### src/rtl/parking_gate_if.sv
// parking_gate_if: keypad, user-answer, database status and control signals of the parking gate controller
interface parking_gate_if;
  logic       id_submit;
  logic [1:0] mode_sel;
  logic       floor_choice;
  logic       user_accept;
  logic       user_reject;
  logic       id_valid;
  logic       id_special;
  logic       adminId_valid;
  logic       chosen_flr_full;
  logic       alternative_flr_full;
  logic [1:0] MODE;
  logic [1:0] action_taken;
  logic       chosen_flr;
  logic       gate_open;
  logic       deny;
  logic       offer_alt;
  logic       locked;
  logic       busy;
  logic [2:0] result;
  modport master (
    output id_submit, mode_sel, floor_choice, user_accept, user_reject,
           id_valid, id_special, adminId_valid, chosen_flr_full, alternative_flr_full,
    input  MODE, action_taken, chosen_flr, gate_open, deny, offer_alt, locked, busy, result
  );
  modport slave (
    input  id_submit, mode_sel, floor_choice, user_accept, user_reject,
           id_valid, id_special, adminId_valid, chosen_flr_full, alternative_flr_full,
    output MODE, action_taken, chosen_flr, gate_open, deny, offer_alt, locked, busy, result
  );
endinterface

### src/rtl/parking_gate_controller.sv
// parking_gate_controller: sequences one database commit per accepted ID, runs gate, offer, deny and lockout
module parking_gate_controller #(
  parameter int GATE_CYCLES   = 8,
  parameter int OFFER_TIMEOUT = 16,
  parameter int DENY_CYCLES   = 4,
  parameter int MAX_FAILS     = 3
) (
  input logic           CLK,
  input logic           RST_N,
  parking_gate_if.slave bus
);
  localparam int TMAX = (GATE_CYCLES > OFFER_TIMEOUT ? GATE_CYCLES : OFFER_TIMEOUT) > DENY_CYCLES ?
                        (GATE_CYCLES > OFFER_TIMEOUT ? GATE_CYCLES : OFFER_TIMEOUT) : DENY_CYCLES;
  localparam int TW = TMAX > 1 ? $clog2(TMAX) : 1;
  localparam int FW = $clog2(MAX_FAILS + 1);
  typedef enum logic [2:0] {IDLE, CHECK, OFFER, COMMIT, GATE, DENY} state_t;
  state_t        state;
  logic [TW-1:0] timer;
  logic [FW-1:0] fail_cnt;
  logic [FW-1:0] fail_nxt;
  assign fail_nxt = fail_cnt == FW'(MAX_FAILS) ? fail_cnt : fail_cnt + FW'(1);
  always_ff @(posedge CLK or negedge RST_N) begin
    if (!RST_N) begin
      state            <= IDLE;
      timer            <= '0;
      fail_cnt         <= '0;
      bus.MODE         <= '0;
      bus.action_taken <= '0;
      bus.chosen_flr   <= 1'b0;
      bus.gate_open    <= 1'b0;
      bus.deny         <= 1'b0;
      bus.offer_alt    <= 1'b0;
      bus.locked       <= 1'b0;
      bus.busy         <= 1'b0;
      bus.result       <= '0;
    end else begin
      timer <= '0;
      case (state)
        IDLE: if (bus.id_submit) begin
          bus.MODE       <= bus.mode_sel;
          bus.chosen_flr <= bus.floor_choice;
          bus.busy       <= 1'b1;
          state          <= CHECK;
        end
        CHECK: begin
          if (bus.adminId_valid) begin
            bus.locked    <= 1'b0;
            fail_cnt      <= '0;
            bus.gate_open <= 1'b1;
            state         <= GATE;
          end else if (bus.locked || bus.MODE == 2'd2) begin
            bus.result <= bus.locked ? 3'd6 : 3'd5;
            bus.deny   <= 1'b1;
            state      <= DENY;
          end else if (bus.MODE == 2'd0 && bus.id_special) begin
            bus.chosen_flr   <= 1'b0;
            bus.action_taken <= 2'd2;
            state            <= COMMIT;
          end else if (bus.MODE == 2'd0 && bus.id_valid) begin
            if (!bus.chosen_flr_full) begin
              bus.action_taken <= 2'd2;
              state            <= COMMIT;
            end else if (!bus.alternative_flr_full) begin
              bus.offer_alt <= 1'b1;
              state         <= OFFER;
            end else begin
              bus.result <= 3'd4;
              bus.deny   <= 1'b1;
              state      <= DENY;
            end
          end else if (bus.MODE == 2'd1 && bus.id_valid) begin
            bus.action_taken <= 2'd3;
            state            <= COMMIT;
          end else begin
            bus.result <= 3'd5;
            fail_cnt   <= fail_nxt;
            bus.locked <= fail_nxt == FW'(MAX_FAILS);
            bus.deny   <= 1'b1;
            state      <= DENY;
          end
        end
        OFFER: begin
          if (bus.user_reject || timer == TW'(OFFER_TIMEOUT - 1)) begin
            bus.offer_alt <= 1'b0;
            bus.result    <= 3'd7;
            bus.busy      <= 1'b0;
            state         <= IDLE;
          end else if (bus.user_accept) begin
            bus.offer_alt    <= 1'b0;
            bus.action_taken <= 2'd1;
            state            <= COMMIT;
          end else timer <= timer + TW'(1);
        end
        COMMIT: begin
          bus.result       <= bus.action_taken == 2'd2 ? 3'd1 : bus.action_taken == 2'd1 ? 3'd2 : 3'd3;
          bus.action_taken <= 2'd0;
          fail_cnt         <= '0;
          bus.gate_open    <= 1'b1;
          state            <= GATE;
        end
        GATE: begin
          if (timer == TW'(GATE_CYCLES - 1)) begin
            bus.gate_open <= 1'b0;
            bus.busy      <= 1'b0;
            state         <= IDLE;
          end else timer <= timer + TW'(1);
        end
        DENY: begin
          if (timer == TW'(DENY_CYCLES - 1)) begin
            bus.deny <= 1'b0;
            bus.busy <= 1'b0;
            state    <= IDLE;
          end else timer <= timer + TW'(1);
        end
        default: state <= IDLE;
      endcase
    end
  end
endmodule

### src/flat_wrapper.sv
// flat-port wrapper written by rule: the top's interface ports become plain ports
module parking_gate_controller_flat 
#(
  parameter int GATE_CYCLES   = 8,
  parameter int OFFER_TIMEOUT = 16,
  parameter int DENY_CYCLES   = 4,
  parameter int MAX_FAILS     = 3
)
  (CLK, RST_N, bus_id_submit, bus_mode_sel, bus_floor_choice, bus_user_accept, bus_user_reject, bus_id_valid, bus_id_special, bus_adminId_valid, bus_chosen_flr_full, bus_alternative_flr_full, bus_MODE, bus_action_taken, bus_chosen_flr, bus_gate_open, bus_deny, bus_offer_alt, bus_locked, bus_busy, bus_result);
  parking_gate_if bus_i ();
  input logic CLK;
  input logic RST_N;
  input wire logic [$bits(bus_i.id_submit)-1:0] bus_id_submit;
  input wire logic [$bits(bus_i.mode_sel)-1:0] bus_mode_sel;
  input wire logic [$bits(bus_i.floor_choice)-1:0] bus_floor_choice;
  input wire logic [$bits(bus_i.user_accept)-1:0] bus_user_accept;
  input wire logic [$bits(bus_i.user_reject)-1:0] bus_user_reject;
  input wire logic [$bits(bus_i.id_valid)-1:0] bus_id_valid;
  input wire logic [$bits(bus_i.id_special)-1:0] bus_id_special;
  input wire logic [$bits(bus_i.adminId_valid)-1:0] bus_adminId_valid;
  input wire logic [$bits(bus_i.chosen_flr_full)-1:0] bus_chosen_flr_full;
  input wire logic [$bits(bus_i.alternative_flr_full)-1:0] bus_alternative_flr_full;
  output wire logic [$bits(bus_i.MODE)-1:0] bus_MODE;
  output wire logic [$bits(bus_i.action_taken)-1:0] bus_action_taken;
  output wire logic [$bits(bus_i.chosen_flr)-1:0] bus_chosen_flr;
  output wire logic [$bits(bus_i.gate_open)-1:0] bus_gate_open;
  output wire logic [$bits(bus_i.deny)-1:0] bus_deny;
  output wire logic [$bits(bus_i.offer_alt)-1:0] bus_offer_alt;
  output wire logic [$bits(bus_i.locked)-1:0] bus_locked;
  output wire logic [$bits(bus_i.busy)-1:0] bus_busy;
  output wire logic [$bits(bus_i.result)-1:0] bus_result;
  assign bus_i.id_submit = bus_id_submit;
  assign bus_i.mode_sel = bus_mode_sel;
  assign bus_i.floor_choice = bus_floor_choice;
  assign bus_i.user_accept = bus_user_accept;
  assign bus_i.user_reject = bus_user_reject;
  assign bus_i.id_valid = bus_id_valid;
  assign bus_i.id_special = bus_id_special;
  assign bus_i.adminId_valid = bus_adminId_valid;
  assign bus_i.chosen_flr_full = bus_chosen_flr_full;
  assign bus_i.alternative_flr_full = bus_alternative_flr_full;
  assign bus_MODE = bus_i.MODE;
  assign bus_action_taken = bus_i.action_taken;
  assign bus_chosen_flr = bus_i.chosen_flr;
  assign bus_gate_open = bus_i.gate_open;
  assign bus_deny = bus_i.deny;
  assign bus_offer_alt = bus_i.offer_alt;
  assign bus_locked = bus_i.locked;
  assign bus_busy = bus_i.busy;
  assign bus_result = bus_i.result;
  parking_gate_controller #(.GATE_CYCLES(GATE_CYCLES), .OFFER_TIMEOUT(OFFER_TIMEOUT), .DENY_CYCLES(DENY_CYCLES), .MAX_FAILS(MAX_FAILS)) u_core (.CLK(CLK), .RST_N(RST_N), .bus(bus_i));
endmodule
### config.mk
export PLATFORM = sky130hd
export DESIGN_NAME = parking_gate_controller_flat
export DESIGN_NICKNAME = d
export VERILOG_FILES = /design/src/rtl/parking_gate_if.sv /design/src/rtl/parking_gate_controller.sv /design/src/flat_wrapper.sv
export SDC_FILE = /design/constraint.sdc
export NUM_CORES = 1
export LEC_CHECK = 0
export BUFFER_PORTS_ARGS = -buffer_cell sky130_fd_sc_hd__buf_2
export CORE_ASPECT_RATIO = 0.7
export CORE_UTILIZATION = 41
export DETAILED_ROUTE_END_ITERATION = 10
export GPL_ROUTABILITY_DRIVEN = 0
export GPL_TIMING_DRIVEN = 0
export HOLD_SLACK_MARGIN = 0.1
export PLACE_DENSITY = 0.58
export SLEW_MARGIN = 25
export SYNTH_ARGS = -nofsm -noshare
export SYNTH_HDL_FRONTEND = slang
export SYNTH_SLANG_ARGS = --single-unit
export TNS_END_PERCENT = 30
### constraint.sdc
create_clock -name CLK -period 2 [get_ports CLK]
set_input_delay 0.2 -clock CLK [delete_from_list [all_inputs] [get_ports CLK]]
set_output_delay 0.2 -clock CLK [all_outputs]
set_load 0.005 [all_outputs]
==> flow_metrics.py <==
metrics = {
    "floorplan": {
        "dieArea_um2": 3521,
        "rows": 16,
        "die_h_um": 49.95,
        "start_util_pct": 45.44,
        "die_w_um": 70.49,
        "coreArea_um2": 2963,
        "ios": 26,
    },
    "clock_tree": {
        "clkLatencyLatePin_ns": 0.26,
        "path_clk_slew_ns": 0.07,
        "cts_setup_buffers": 0,
        "max-clock-path-buffers": 2,
        "clock_sinks": 22,
        "htree_num_levels": 1,
        "numCtsBuffers": 3,
        "cts-root-buf": "clkbuf_8",
        "ctsResizeCount": 0,
        "holdBufCountCts": 1,
        "cts_tree": "built",
    },
    "global_routing": {
        "grt-busiest-layer": "met1",
        "gr-usage-met2_pct": 28.64,
        "grt_util_met1_pct": 31.46,
        "grt_max_degree": 23,
        "grt_use_met3_pct": 5.317,
        "grt_use_total_pct": 20.45,
        "grt_overflow": 0,
        "antenna_found_initial": 0,
        "grt_pass1_vias": 1120,
        "grt_pass1_wl_um": 5499,
    },
    "critical_path": {
        "worst-setup-path-type": "flop to flop",
        "critPathRequiredTime_ns": 2.15,
        "reg2reg_depth": 5,
        "cp.arrival_ns": 1.86,
        "endpoint_kind": "flop",
        "critPathMaxFanout": 6,
        "reg2reg_slack_ns": 0.29,
        "cp-start-kind": "flop",
        "r2r_start": "u_core.timer[0]",
        "r2r-end": "u_core.bus.result[0]",
    },
    "synth": {
        "ys_warn_count": 0,
        "synth_nets": 156,
        "ys_top_cells_by_area": "dfrtp_1 (41%), a21oi_1 (3.7%), nor2b_1 (3.7%)",
        "ys_ff_latch": 22,
        "synth_edf_count": 0,
        "yosysTopAreaCell": "dfrtp_1",
        "netlist_area_um2": 1346,
        "synthDistinctLibCells": 49,
        "yosys.area.top_type_share_pct": 40.89,
        "yosysSeqAreaShare_pct": 40.89,
        "synthCells": 142,
        "syn_area_per_cell_um2": 9.481,
        "async_reset_ff_share_pct": 100.0,
        "synth_flop_cell": "dfrtp_1",
    },
    "timing": {
        "fmax_mhz": 586.1,
        "finalMaxSlewViolations": 0,
        "tightest_slew_ns": 0.5113,
        "setup_viol": 0,
        "period_share_pct": 85.31,
        "slew-limit-headroom_pct": 65.92,
        "hold_slack_ns": 0.1625,
        "rsz0062_at_grt": "false",
        "finClkSkew_ns": 0.002069,
        "tns_ns": 0,
        "period_needed_ns": 1.706,
        "hold_viol": 0,
    },
    "final_layout": {
        "layout_commonest_cell": "buf_2",
        "antennaDiodeCount": 0,
        "num-fill-cells": 292,
        "syn2layout_area_growth_pct": 16.45,
        "layout-drive-gt1-share_pct": 29.24,
        "layout.nets": 187,
        "multi_input_area_um2": 745.7,
        "final_cell_mix": "buf_2 (29), dfrtp_1 (22), nor2_1 (12)",
        "register_area_um2": 550.5,
    },
    "job": {
        "max_cap_violations": 0,
    },
    "pwr": {
        "p_leak_nw": 0.7079,
        "ir_drop_mv": 0.6063,
        "cellPowerDensity_nw_per_um2": 1373,
    },
    "min_path": {
        "hold_class": "input pin to flop",
        "holdPathEnd": "u_core.bus.chosen_flr",
        "hp-start": "bus_floor_choice",
        "hold_path_depth": 2,
    },
    "drt": {
        "drtAntennaViolNets": 0,
        "viasPerCell": 5.744,
        "drt-total-wl_um": 3278,
        "post_drt_wl_per_cell_um": 15.84,
        "drc": 2,
        "drtIter0Drc": 80,
        "drt_first_pass_iters": 7,
        "via_count": 1189,
    },
    "placed_design": {
        "port_buffers": 25,
        "dp_hpwl_um": 2425,
    },
    "run_status": {
        "violations": "DRC",
        "status": "complete, but fails checks",
    },
}
sequential cells by signal, indices dropped and copies added (netlist names):
| name | flops |
|---|---|
| u_core.bus.MODE | 2 |
| u_core.bus.result | 3 |
| u_core.fail_cnt | 2 |
| u_core.bus.offer_alt | 1 |
| u_core.state | 3 |
| u_core.bus.gate_open | 1 |
| u_core.bus.busy | 1 |
| u_core.bus.deny | 1 |
| u_core.bus.chosen_flr | 1 |
| u_core.bus.action_taken | 2 |
| u_core.bus.locked | 1 |
| u_core.timer | 4 |
worst max-delay path, stage by stage, from the launching register on:
cell and delay (ns):
dfrtp_1 0.40, ha_1 0.29, a31o_2 0.27, a21o_1 0.19, o211ai_2 0.12, mux2_4 0.33
logic make-up after synthesis:
kind of cell,count (synthesis),synth area share (%)
XOR/XNOR,3,1.952
flip-flops,22,40.89
multiplexers,4,3.903
buffers and inverters,11,3.718
AND/OR/NAND/NOR,56,25.00
adder cells (fa/ha/maj),1,0.9292
AO/OA/AOI/OAI,45,23.61
metal layers:
metal | vias up | wire length, µm
li1 | 580 | -
met1 | 577 | 1769
met2 | 27 | 1323
met3 | 5 | 168
met4 | 0 | 16
met5 | - | 0
worst max-delay path by stage:
stage	startpoint	slack [ns]	cells past startpoint	to
floorplan	u_core.timer[0]	0.42	5	u_core.bus.result[0]
global placement	u_core.timer[0]	0.34	5	u_core.bus.result[0]
detailed placement	u_core.timer[0]	0.31	5	u_core.bus.result[1]
CTS	u_core.timer[0]	0.30	5	u_core.bus.result[0]
global route	u_core.timer[0]	0.22	5	u_core.bus.result[0]
finish	u_core.timer[0]	0.29	5	u_core.bus.result[0]
report_power, final:
| part | internal (W) | switching (W) |
|---|---|---|
| Clock | 0.000135 | 0.000139 |
| Sequential | 0.000629 | 0.000177 |
| Combinational | 0.000499 | 0.000573 |
cell type report:
type                    instances  area share, %
plain buffers                   7          2.235
inverters                       4         0.9577
multi-input cells             109          47.57
repair buffers                 26          8.619
well taps                      36          2.873
clock buffers                   3          2.634
flip-flops and latches         22          35.12
cells in the mapped netlist (all sizes together), types with 2 or more instances:
cell type,n
nor2,12
and2,3
a21oi,10
nand3,2
a31o,2
nor3b,2
clkbuf,2
nand2,8
xor2,2
a22o,2
nor3,6
inv,4
dfrtp,22
nand2b,4
nor2b,9
o211ai,2
o31ai,2
mux2,4
buf,5
a21boi,2
o21ai,6
nand3b,3
a31oi,6
a21o,3
through the flow:
step	std cells	setup slack, ns	utilization [%]	power (W)	instance area (µm²)
after floorplan	142	0.4201	-	0.001537	1346
after global placement	203	0.3449	51.18	0.001847	1516
after detailed placement	203	0.3105	51.18	0.001875	1516
after CTS	207	0.2980	52.91	0.002159	1568
after global routing	207	0.2247	52.91	0.002346	1568
final	207	0.2938	52.91	0.002153	1568
Power figures use the tool's default switching activity.
